--- config.mk ---
export PLATFORM = sky130hd
export DESIGN_NAME = program_loader
export DESIGN_NICKNAME = d
export VERILOG_FILES = /design/src/rtl/loader_pkg.sv /design/src/rtl/word_assembler.sv /design/src/rtl/program_loader.sv
export SDC_FILE = /design/constraint.sdc
export NUM_CORES = 1
export LEC_CHECK = 0
export CAP_MARGIN = 20
export CELL_PAD_IN_SITES_DETAIL_PLACEMENT = 0
export CELL_PAD_IN_SITES_GLOBAL_PLACEMENT = 1
export CORE_MARGIN = 4
export CORE_UTILIZATION = 47
export CTS_CLUSTER_DIAMETER = 80
export DETAILED_ROUTE_END_ITERATION = 8
export GPL_ROUTABILITY_DRIVEN = 0
export GPL_TIMING_DRIVEN = 0
export PLACE_DENSITY = 0.84
export SETUP_SLACK_MARGIN = 0.2
export SLEW_MARGIN = 30
export SYNTH_ARGS = -nofsm -noshare
export SYNTH_HDL_FRONTEND = slang
export SYNTH_SLANG_ARGS = --single-unit
--- constraint.sdc ---
create_clock -name clk -period 3.9 [get_ports clk]
set_input_delay 0.585 -clock clk [delete_from_list [all_inputs] [get_ports clk]]
set_output_delay 0.585 -clock clk [all_outputs]
set_load 0.05 [all_outputs]
--- src/rtl/loader_pkg.sv ---
// Shared types and constants for the boot-time program loader.
// Latency: n/a (package only).
// Backpressure: n/a (package only).
//
// Contents: loader FSM state enum, reply bytes, word geometry.
package loader_pkg;

    // Instruction words are always four bytes, sent MSB first.
    localparam int BYTES_PER_WORD = 4;
    localparam int IWIDTH         = BYTES_PER_WORD * 8;

    // Reply bytes returned to the host over the UART transmitter.
    localparam logic [7:0] ACK_BYTE = 8'hAA;
    localparam logic [7:0] NAK_BYTE = 8'hEE;

    typedef enum logic [2:0] {
        S_LEN,
        S_DATA,
        S_CK,
        S_ACK,
        S_NAK,
        S_RUN,
        S_ERR
    } state_t;

endpackage

--- src/rtl/word_assembler.sv ---
// Byte-to-word shift register: collects four bytes MSB first into one word.
// Latency: combinational; o_word/o_word_done are valid in the cycle of the 4th byte.
// Backpressure: none; every strobed byte is taken.
//
// Ports:
//   clk, rstn      clock and synchronous active-low reset (drops any partial word)
//   i_byte_vld     byte strobe
//   i_byte         byte value
//   o_word         assembled word including the current byte
//   o_word_done    high in the cycle the final byte of a word is strobed in
module word_assembler
    import loader_pkg::*;
(
    input  logic              clk,
    input  logic              rstn,
    input  logic              i_byte_vld,
    input  logic [7:0]        i_byte,
    output logic [IWIDTH-1:0] o_word,
    output logic              o_word_done
);

    // Only the first three bytes need storage; the fourth is taken straight
    // from the input so the consumer can act on the word in the same cycle.
    logic [IWIDTH-9:0] r_shift;
    logic [1:0]        r_idx;

    always_ff @(posedge clk) begin
        if (!rstn) begin
            r_shift <= '0;
            r_idx   <= '0;
        end else if (i_byte_vld) begin
            r_shift <= {r_shift[IWIDTH-17:0], i_byte};
            r_idx   <= r_idx + 2'd1;
        end
    end

    assign o_word      = {r_shift, i_byte};
    assign o_word_done = i_byte_vld && (r_idx == 2'(BYTES_PER_WORD - 1));

endmodule

--- src/rtl/program_loader.sv ---
// Boot loader: frames UART bytes into instruction words, writes imem from 0, checks the byte sum, replies ACK/NAK, then releases the core.
// Latency: last data byte -> imem_we 1 cycle; checksum byte -> tx_valid 1 cycle; tx handshake -> cpu_rstn 1 cycle.
// Backpressure: rx has none (bytes during the reply are dropped); tx_valid holds with stable data until tx_ready.
//
// Ports:
//   clk, rstn                 clock, synchronous active-low reset
//   i_rx_data/i_rx_valid      received byte and its 1-cycle strobe
//   o_tx_data/o_tx_valid      reply byte, held until i_tx_ready
//   i_tx_ready                transmitter accepts o_tx_data
//   o_imem_addr/o_imem_wdata  instruction memory word address / data (held between writes)
//   o_imem_we                 1-cycle write strobe
//   o_cpu_rstn                core reset, released only once the load is acknowledged
//   o_load_err                sticky error flag
module program_loader
    import loader_pkg::*;
#(
    parameter int PHYS_AWIDTH = 16
) (
    input  logic                   clk,
    input  logic                   rstn,
    input  logic [7:0]             i_rx_data,
    input  logic                   i_rx_valid,
    output logic [7:0]             o_tx_data,
    output logic                   o_tx_valid,
    input  logic                   i_tx_ready,
    output logic [PHYS_AWIDTH-1:0] o_imem_addr,
    output logic [IWIDTH-1:0]      o_imem_wdata,
    output logic                   o_imem_we,
    output logic                   o_cpu_rstn,
    output logic                   o_load_err
);

    // Capacity in words, one bit wider than LEN so LEN == DEPTH compares cleanly.
    localparam logic [32:0] DEPTH = 33'd1 << PHYS_AWIDTH;

    state_t                 r_state;
    logic [31:0]            r_len;
    logic [31:0]            r_wc;
    logic [7:0]             r_sum8;
    logic [7:0]             r_tx_data;
    logic                   r_tx_valid;
    logic [PHYS_AWIDTH-1:0] r_imem_addr;
    logic [IWIDTH-1:0]      r_imem_wdata;
    logic                   r_imem_we;
    logic                   r_cpu_rstn;
    logic                   r_load_err;

    logic                   w_feed;
    logic [IWIDTH-1:0]      w_word;
    logic                   w_word_done;

    // The same assembler frames the length field and the data words; its
    // byte index wraps to 0 after LEN, so data framing starts aligned.
    assign w_feed = i_rx_valid && ((r_state == S_LEN) || (r_state == S_DATA));

    word_assembler u_asm (
        .clk         (clk),
        .rstn        (rstn),
        .i_byte_vld  (w_feed),
        .i_byte      (i_rx_data),
        .o_word      (w_word),
        .o_word_done (w_word_done)
    );

    always_ff @(posedge clk) begin
        if (!rstn) begin
            r_state      <= S_LEN;
            r_len        <= '0;
            r_wc         <= '0;
            r_sum8       <= '0;
            r_tx_data    <= '0;
            r_tx_valid   <= 1'b0;
            r_imem_addr  <= '0;
            r_imem_wdata <= '0;
            r_imem_we    <= 1'b0;
            r_cpu_rstn   <= 1'b0;
            r_load_err   <= 1'b0;
        end else begin
            r_imem_we <= 1'b0;
            case (r_state)
                S_LEN: begin
                    if (w_word_done) begin
                        if ({1'b0, w_word} > DEPTH) begin
                            r_state    <= S_NAK;
                            r_tx_data  <= NAK_BYTE;
                            r_tx_valid <= 1'b1;
                        end else if (w_word == '0) begin
                            r_state <= S_CK;
                        end else begin
                            r_state <= S_DATA;
                            r_len   <= w_word;
                            r_wc    <= '0;
                        end
                    end
                end
                S_DATA: begin
                    if (i_rx_valid) begin
                        r_sum8 <= r_sum8 + i_rx_data;
                        // Write port is its own register stage, so the
                        // assembler keeps taking bytes while the strobe is out.
                        if (w_word_done) begin
                            r_imem_we    <= 1'b1;
                            r_imem_addr  <= r_wc[PHYS_AWIDTH-1:0];
                            r_imem_wdata <= w_word;
                            r_wc         <= r_wc + 32'd1;
                            if (r_wc == r_len - 32'd1) begin
                                r_state <= S_CK;
                            end
                        end
                    end
                end
                S_CK: begin
                    if (i_rx_valid) begin
                        r_tx_valid <= 1'b1;
                        if (i_rx_data == r_sum8) begin
                            r_state   <= S_ACK;
                            r_tx_data <= ACK_BYTE;
                        end else begin
                            r_state   <= S_NAK;
                            r_tx_data <= NAK_BYTE;
                        end
                    end
                end
                S_ACK: begin
                    if (r_tx_valid && i_tx_ready) begin
                        r_tx_valid <= 1'b0;
                        r_cpu_rstn <= 1'b1;
                        r_state    <= S_RUN;
                    end
                end
                S_NAK: begin
                    if (r_tx_valid && i_tx_ready) begin
                        r_tx_valid <= 1'b0;
                        r_load_err <= 1'b1;
                        r_state    <= S_ERR;
                    end
                end
                S_RUN, S_ERR: begin
                    // Terminal until rstn; incoming bytes are ignored.
                end
                default: begin
                    r_state <= S_ERR;
                end
            endcase
        end
    end

    assign o_tx_data    = r_tx_data;
    assign o_tx_valid   = r_tx_valid;
    assign o_imem_addr  = r_imem_addr;
    assign o_imem_wdata = r_imem_wdata;
    assign o_imem_we    = r_imem_we;
    assign o_cpu_rstn   = r_cpu_rstn;
    assign o_load_err   = r_load_err;

endmodule

==> metrics, run 1 <==
Reg2Reg Depth 10; setup TNS 0 ns; Setup WS post-layout 0.726 ns; Fin. Hold Viols 0; worst-margin pin slew 0.672 ns; setup bufs post-CTS 0; Arr. time, crit path 3.49 ns; Worst path depth 11; switch share 24.6%; PwrDens 379 mW/mm^2; Post-Layout Cell Count 1239; Total GRT Usage 22.5%; CP max stage cell clkdlybuf4s50_1; first-pass GRT wire length 32.9 mm; GRT overflow 0; sequential-to-total area share from yosys stat 40.2%; Finish-stage setup viols 0; # H-tree levels 4; clk buf depth 2; Max-Cap Viols 0; initial antenna violation count 0; synth top area cells dfxtp_1 (40%), nand2_1 (9.1%), a21boi_0 (7.4%); Pint 2650 uW; Hold Crit Class flop to flop; Ys Warns 0; top_reg_cell synth dfxtp_1; ANT cells 0; largest net degree at the start of global routing 17; placed inst area 0.00866 sq mm; Port Buffer Count 67; CTS clk-pin slew, worst paths 0.07 ns; WHS Path Cells 2; Die Span X 136 um; clock power share 48.6%; CP cell instances clkdlybuf4s50_1 -> nor4_1 -> nand4_1 -> xor2_1 -> nand2b_1 -> clkbuf_2 -> a2111o_1 -> clkbuf_1 -> nor3_1 -> xnor2_1 -> nor2_1; max_slew headroom 55.2%; Std-Cell Rows 46; commonest non-fill, non-tap cell in the layout nand2_1; hold buffers post-CTS 0; Pwr Total 3510 uW; outcome finished clean; CTS resizes 0; Vias 6554; Mapped Avg Cell Area 8.36 sq um; Final Cycle Share 81.4%; most frequent cells in the layout nand2_1 (187), dfxtp_1 (155), a21boi_0 (76); DR vias/cell 5.29; Area Growth Syn to Fin 20.1%; Placed Cells 1207; number of enable flip-flop cells after synthesis 0; Die Span Y 136 um; routed wire length 20.4 mm; count of final max-slew check failures 0; pre-CTS setup slack 0.323 ns; core footprint 0.0160 sq mm; Die ar. 0.0185 sq mm; CTS tree done; Buf+Inv Stages, Crit Path 3; CTS Buf Count 17; DRC Markers 0; top cell family by delay on the critical path simple AND/OR/NAND/NOR gates; Static Leak 0.00351 uW; share of the synthesized area in the top cell type 40.2%; Synth area leader dfxtp_1; post-synthesis register bit count 155; Clock Skews 0.00998 ns; Cell Area, Synth 0.00772 sq mm; peak supply drop 0.000303 V; Crit path required time 4.22 ns; Detailed Place HPWL 14.9 mm; cell area after layout 0.00927 sq mm; Ports 72; Final min period 3.17 ns; root buffer cell clkbuf_16; worst-path fanout max 10; clock sink count 155; share of cells above drive strength 1 6.74%; Worst path max stage delay 0.56 ns; vias in the first global route 6405; Filler Cell Count 1565; Seq pwr share 45.9%; combinational share of power 5.5%; NetSw 864 uW; Worst Path Class, Setup input port to flop; Mapped Cells 923; crit end category flop; CP Launch Type input port; number of DRC markers in iteration 0 355; Starting Density 48.2%; drt pass-1 iters 5; Layout Nets 1033; Post-synth ARST share 0%; RSZ-0062 raised after global routing false; Avg WL per Cell 16.4 um; clk_lat worst skew 0.43 ns; Netlist cell types 72; Peak Freq 315 MHz; final antenna-violating net count 0
## Yosys cell counts (all sizes together), types with 2 or more instances
cell and n:
nand2 188, dfxtp 155, a21boi 76, nor2 64
clkbuf 43, xnor2 43, xor2 32, nor3 30
nand3 26, and3 24, mux2i 22, nor4 21
o21ai 21, nor2b 19, a21oi 18, buf 17
nand4 16, inv 15, and2 12, ha 10
or3 9, nor3b 5, a2111o 4, a31oi 4
nand2b 4, o21a 4, a2111oi 3, a211o 3
a21o 3, and4 2, nand3b 2, nand4b 2
nor4b 2, o21bai 2, o221a 2, or2 2
## sequential cells by signal, summed over array words and instances, names as in the netlist
name	cells
o_imem_wdata	32
u_asm.r_idx	2
o_cpu_rstn	1
r_len	32
r_sum8	8
o_load_err	1
r_state	3
o_tx_valid	1
o_imem_addr	16
u_asm.r_shift	24
o_tx_data	2
o_imem_we	1
r_wc	32
## tightest hold or removal path, delay by kind of cell (launching register included)
family	cells	cell delay [ns]
flops	1	0.31
compound gates	1	0.06
simple gates	1	0.05
## path summary, 6_finish.rpt
path                    startpoint               end  slack, ns
setup / recovery      i_rx_data[6]          r_wc[26]       0.73
hold / removal    o_imem_wdata[28]  o_imem_wdata[28]       0.46
setup reg to reg          r_len[0]        r_state[0]       0.90
hold reg to reg   o_imem_wdata[28]  o_imem_wdata[28]       0.46
## through the flow
stage | hold WS (ns) | utilization [%]
2_1_floorplan | 0.445 | -
3_3_place_gp | 0.448 | 54.1
3_5_place_dp | 0.454 | 54.1
4_1_cts | 0.469 | 57.9
5_1_grt | 0.486 | 57.9
6_report | 0.463 | 57.9
## per-layer routing
metal,vias up,part of all wire [%],GRT usage [%]
met2,122,47,37.5
met3,31,3.7,4.81
met1,3081,47,29.1
li1,3320,-,-
met5,-,0,0
met4,0,2.2,6.77
## power by group through the flow
stage | Sequential [uW] | Combinational (uW) | Clock, uW
2_1_floorplan | 1640 | 129 | 0
6_report | 1610 | 192 | 1710
5_1_grt | 1610 | 212 | 1790
3_5_place_dp | 1650 | 191 | 0
3_3_place_gp | 1650 | 190 | 0
4_1_cts | 1610 | 192 | 1720
## final cells by class
| cell class | instances | area (sq um) | area share, % |
|---|---|---|---|
| multi-input cells | 694 | 4290 | 46.3 |
| flip-flops and latches | 155 | 3100 | 33.5 |
| repair buffers | 67 | 671 | 7.24 |
| clock buffers | 19 | 443 | 4.78 |
| plain buffers | 60 | 274 | 2.96 |
| well taps | 216 | 270 | 2.92 |
| clock inverters | 13 | 163 | 1.76 |
| inverters | 15 | 56.3 | 0.608 |
## logic make-up (layout without fill, tap and decap cells)
group                      count (synthesis)  in the layout  share of synthesized area (%)
xor gates and xnor gates                  76             76                           8.80
muxes                                     23             23                           3.00
AOI/OAI and AO/OA                        152            152                           14.7
other                                      1              2                         0.0486
DFF                                      155            155                           40.2
and+or+nand+nor                          430            430                           27.1
adders and majority gates                 11             11                           1.88
buffers and inverters                     75            174                           4.28
(Power assumes the default switching activity.)
==> run 2, diff against run 1 <==
Settings changed: CORE_UTILIZATION 47 to 44, PLACE_DENSITY 0.84 to 0.8.
Clock period 3.9 ns to 3.1 ns, I/O delays scaled along.
==> run 2 against run 1 <==
Effect of this change:
- first-iteration DRC count down 21%
- via count fell by 0.31%
- flip-flop and latch count did not move
- die area increased by 6.4%
==> metrics, run 2 (synthesis results as in run 1) <==
DR vias/cell 5.20; worst-margin pin slew 0.650 ns; max_slew headroom 56.7%; Arr. time, crit path 3.12 ns; CP Launch Type flop; clk buf depth 2; crit end category flop; Finish-stage setup viols 0; Vias 6534; Core Util, Final 54.5%; Total GRT Usage 20.9%; largest net degree at the start of global routing 17; Area Growth Syn to Fin 21.8%; RSZ-0062 raised after global routing false; Die ar. 0.0197 sq mm; PwrDens 467 mW/mm^2; most frequent cells in the layout nand2_1 (186), dfxtp_1 (153), a21boi_0 (76); final antenna-violating net count 0; outcome finished clean; # H-tree levels 4; count of final max-slew check failures 0; Crit path required time 3.42 ns; Clock Skews 0.0103 ns; Std-Cell Rows 48; commonest non-fill, non-tap cell in the layout nand2_1; Reg2Reg Depth 11; Final min period 2.80 ns; WHS Path Cells 3; Worst Path Class, Setup flop to flop; Die Span X 140 um; Die Span Y 140 um; share of cells above drive strength 1 8.44%; Max-Cap Viols 0; Port Buffer Count 67; DRC Markers 0; Worst Hold Launch i_rx_data[1]; Peak Freq 357 MHz; vias in the first global route 6240; number of DRC markers in iteration 0 282; Fin. Hold Viols 0; CTS tree done; Avg WL per Cell 16.3 um; Final Cycle Share 90.3%; Hold Crit Class input port to flop; clk_lat worst skew 0.43 ns; drt pass-1 iters 5; routed wire length 20.4 mm; initial antenna violation count 0; R2R setup slack 0.30 ns; Starting Density 44.8%; ANT cells 0; clock sink count 155; Static Leak 0.00360 uW; Ports 72; GRT overflow 0; worst r2r src r_len[0]; setup TNS 0 ns; Layout Nets 1041; peak supply drop 0.000436 V; Detailed Place HPWL 14.9 mm; core footprint 0.0172 sq mm; first-pass GRT wire length 33.0 mm; r2r endpoint r_state[0]; Min-Delay Endpoint o_imem_wdata[1]; CTS clk-pin slew, worst paths 0.07 ns; root buffer cell clkbuf_16; worst-path fanout max 5; CTS Buf Count 17
-- run 2: changes by cell type in the layout (fill, tap and decap cells not counted), moves of 2 or more --
cell             previous run  this run
buf_4                       8        16
clkdlybuf4s50_1            67        63
nor4_1                     19        15
clkinvlp_4                  5         2
dlymetal6s2s_1              0         3
clkinv_2                    0         2
dfxtp_1                   155       153
dfxtp_2                     0         2
nor4_2                      1         3
nor4_4                      1         3
-- run 2: through the flow --
stage	std cells	area (sq um)	hold slack, ns	total power, uW	setup WS, ns
finish	1256	9400	0.435	4390	0.302
floorplan	924	7720	0.445	2230	0.565
global placement	1216	8670	0.454	2310	-0.372
CTS	1248	9280	0.465	4420	0.245
global route	1256	9400	0.447	4540	0.218
detailed placement	1216	8670	0.457	2310	-0.369
-- run 2: power breakdown --
| part | leakage, uW | switching (uW) | total [uW] | internal, uW |
|---|---|---|---|---|
| Sequential | 0.00125 | 21.4 | 2030 | 2010 |
| Combinational | 0.00207 | 152 | 250 | 97.5 |
| Clock | 0.000282 | 891 | 2110 | 1220 |
| Total | 0.00360 | 1060 | 4390 | 3330 |
-- run 2: timing repair --
action,4_1_cts,5_1_grt
setup buffers,0,8
pin swaps,0,6
setup endpoints to repair,12,50
hold buffers,0,0
resized for setup,7,17
endpoints found under the hold margin,0,0
-- run 2: worst max path at each step --
| stage | endpoint | cells after the start | slack [ns] | startpoint |
|---|---|---|---|---|
| 6_report | r_state[0] | 11 | 0.30 | r_len[0] |
| 5_1_grt | r_state[0] | 11 | 0.22 | r_len[0] |
| 4_1_cts | r_state[0] | 10 | 0.24 | r_len[0] |
| 3_5_place_dp | r_wc[26] | 11 | -0.37 | i_rx_data[6] |
| 3_3_place_gp | r_wc[26] | 11 | -0.37 | i_rx_data[6] |
| 2_1_floorplan | r_state[0] | 10 | 0.57 | r_len[0] |
-- run 2: metal layers --
metal	GRT usage, %	share of wire [%]	wire [um]	up-vias
met2	34.1	47	9690	106
met4	7.04	2.0	405	0
met1	27.8	48	9700	3066
met3	4.20	3.1	623	21
li1	-	-	-	3341
met5	0	0	0	-
-- run 2: critical path, cell delays in order (launching register included) --
cell,delay [ns]
dfxtp_2,0.35
inv_1,0.07
ha_2,0.20
nor3b_4,0.33
buf_4,0.18
and2_1,0.17
nand4_1,0.15
mux2i_1,0.25
nand4_1,0.19
a2111oi_4,0.40
a21oi_2,0.14
o221a_1,0.24
-- run 2: cell type report --
cell class / instances / area, sq um
multi-input cells: 694 / 4360
inverters: 15 / 56.3
well taps: 225 / 282
clock buffers: 21 / 450
flip-flops and latches: 155 / 3110
plain buffers: 60 / 277
repair buffers: 75 / 737
clock inverters: 11 / 134
fillers: 1634 / 7840
==> run 3, diff against run 2 <==
Settings changed: CORE_UTILIZATION 44 to 45, CTS_BUF_LIST set to sky130_fd_sc_hd__clkbuf_4, GPL_ROUTABILITY_DRIVEN 0 to unset, PLACE_DENSITY 0.8 to 0.81.
==> run 3 against run 2 <==
Effect of this change:
- via count down 0.47%
- clock skew up 0.015 ns
- non-clock buffer count down 6
==> metrics, run 3 (synthesis results as in run 1) <==
outcome finished clean; worst-path fanout max 8; Worst Path Class, Setup flop to flop; first-pass GRT wire length 33.2 mm; DR vias/cell 5.22; DRC Markers 0; vias in the first global route 6337; Peak Freq 352 MHz; commonest non-fill, non-tap cell in the layout nand2_1; root buffer cell clkbuf_4; cell area after layout 0.00901 sq mm; DR WL met2 9.68 mm; Final min period 2.84 ns; Final Cycle Share 91.8%; NetSw 966 uW; peak supply drop 0.000273 V; max layer used met4; Pwr Total 3520 uW; initial antenna violation count 1; Vias 6503; GP Congestion 0.853; met1 wire length 9.43 mm; CTS clk-pin slew, worst paths 0.15 ns; CTS tree done; Total GRT Usage 21.2%; crit end category flop; Ports 72; CTS Buf Count 17; clock sink count 155; met3 WL 652 um; Filler Cell Count 1624; register area 0.00310 sq mm; worst hold margin 0.351 ns; clock power share 35.4%; Die Span X 139 um; Max-Cap Viols 0; GRT overflow 0; Fin. Hold Viols 0; routed wire length 20.2 mm; final antenna-violating net count 0; Starting Density 46.2%; most frequent cells in the layout nand2_1 (186), dfxtp_1 (155), a21boi_0 (76); Die Span Y 139 um; largest net degree at the start of global routing 17; PwrDens 391 mW/mm^2; number of DRC markers in iteration 0 299; hold buffers post-CTS 0; Core Util, Final 54.0%; RSZ-0062 raised after global routing true; combinational share of power 7.0%; Clock Skews 0.0253 ns; Avg WL per Cell 16.2 um; switch share 27.4%; CP Launch Type flop; count of final max-slew check failures 0; worst-margin pin slew 0.729 ns; share of cells above drive strength 1 7.71%; Hold Crit Class input port to flop; Arr. time, crit path 3.30 ns; Crit path required time 3.55 ns; Multi-input gate area 0.00433 sq mm; Die ar. 0.0193 sq mm; placed inst area 0.00867 sq mm; Seq pwr share 57.6%; Area Growth Syn to Fin 16.8%; Placed Cells 1211; drt pass-1 iters 5; Port Buffer Count 67; max_slew headroom 51.4%; clk buf depth 2; Detailed Place HPWL 15.1 mm; # H-tree levels 4; Pint 2560 uW; clk_lat worst skew 0.56 ns; core footprint 0.0167 sq mm; Finish-stage setup viols 0; Post-Layout Cell Count 1246; Static Leak 0.00341 uW; Std-Cell Rows 47; Layout Nets 1035
-- run 3: cell types whose count changed in the layout (fill, tap and decap cells not counted), sizes merged --
| cell | change |
|---|---|
| bufinv | -1 |
| diode | +1 |
| inv | +2 |
| clkinvlp | +1 |
| buf | -7 |
| clkdlybuf4s50 | +3 |
| dlymetal6s2s | -2 |
| dlygate4sd2 | -1 |
| clkinv | -1 |
-- run 3: worst max-delay path, stage by stage, from the launching register on --
cell	delay (ns)
dfxtp_1	0.40
inv_1	0.08
ha_1	0.21
nor3b_4	0.30
nand2_2	0.19
nor4_1	0.39
xnor2_1	0.19
o21ai_0	0.18
a2111oi_4	0.42
a21oi_2	0.15
o221a_1	0.24
-- run 3: area by class of cell --
cell class / instances / area share, %
Timing Repair Buffer: 69 / 7.64
Multi-Input combinational cell: 694 / 48.0
Sequential cell: 155 / 34.4
Clock inverter: 12 / 1.47
Tap cell: 220 / 3.05
Buffer: 60 / 3.07
Inverter: 15 / 0.625
Antenna cell: 1 / 0.0278
Clock buffer: 20 / 1.67
-- run 3: final timing paths --
kind	startpoint	end	slack (ns)	cells after the start
setup reg to reg	r_len[0]	r_state[0]	0.26	10
setup / recovery	r_len[0]	r_state[0]	0.26	10
hold / removal	i_rx_data[6]	u_asm.r_shift[6]	0.35	3
hold reg to reg	o_imem_addr[10]	o_imem_addr[10]	0.47	2
-- run 3: power by group through the flow --
stage,Sequential [uW],Combinational (uW),Clock [uW]
6_report,2030,247,1250
5_1_grt,2030,272,1370
4_1_cts,2030,243,1290
3_5_place_dp,2070,241,0
3_3_place_gp,2070,242,0
2_1_floorplan,2070,163,0
-- run 3: repair_timing --
action                     4_1_cts  5_1_grt
buffers inserted                 0        2
resized for setup                2       10
setup endpoints to repair        3       44
hold endpoints to repair         0        0
pin swaps                        0        1
-- run 3: stage by stage --
step / setup WS, ns / TNS, ns
4_1_cts: 0.200 / 0
3_3_place_gp: -0.403 / -12.05
6_report: 0.256 / 0
2_1_floorplan: 0.565 / 0
3_5_place_dp: -0.383 / -12.10
5_1_grt: 0.111 / 0
-- run 3: per-layer routing --
layer  up-vias  global-route usage, %
met4         0                   6.85
li1       3336                      -
met2       104                   35.1
met1      3043                   27.8
met5         -                      0
met3        20                   4.34
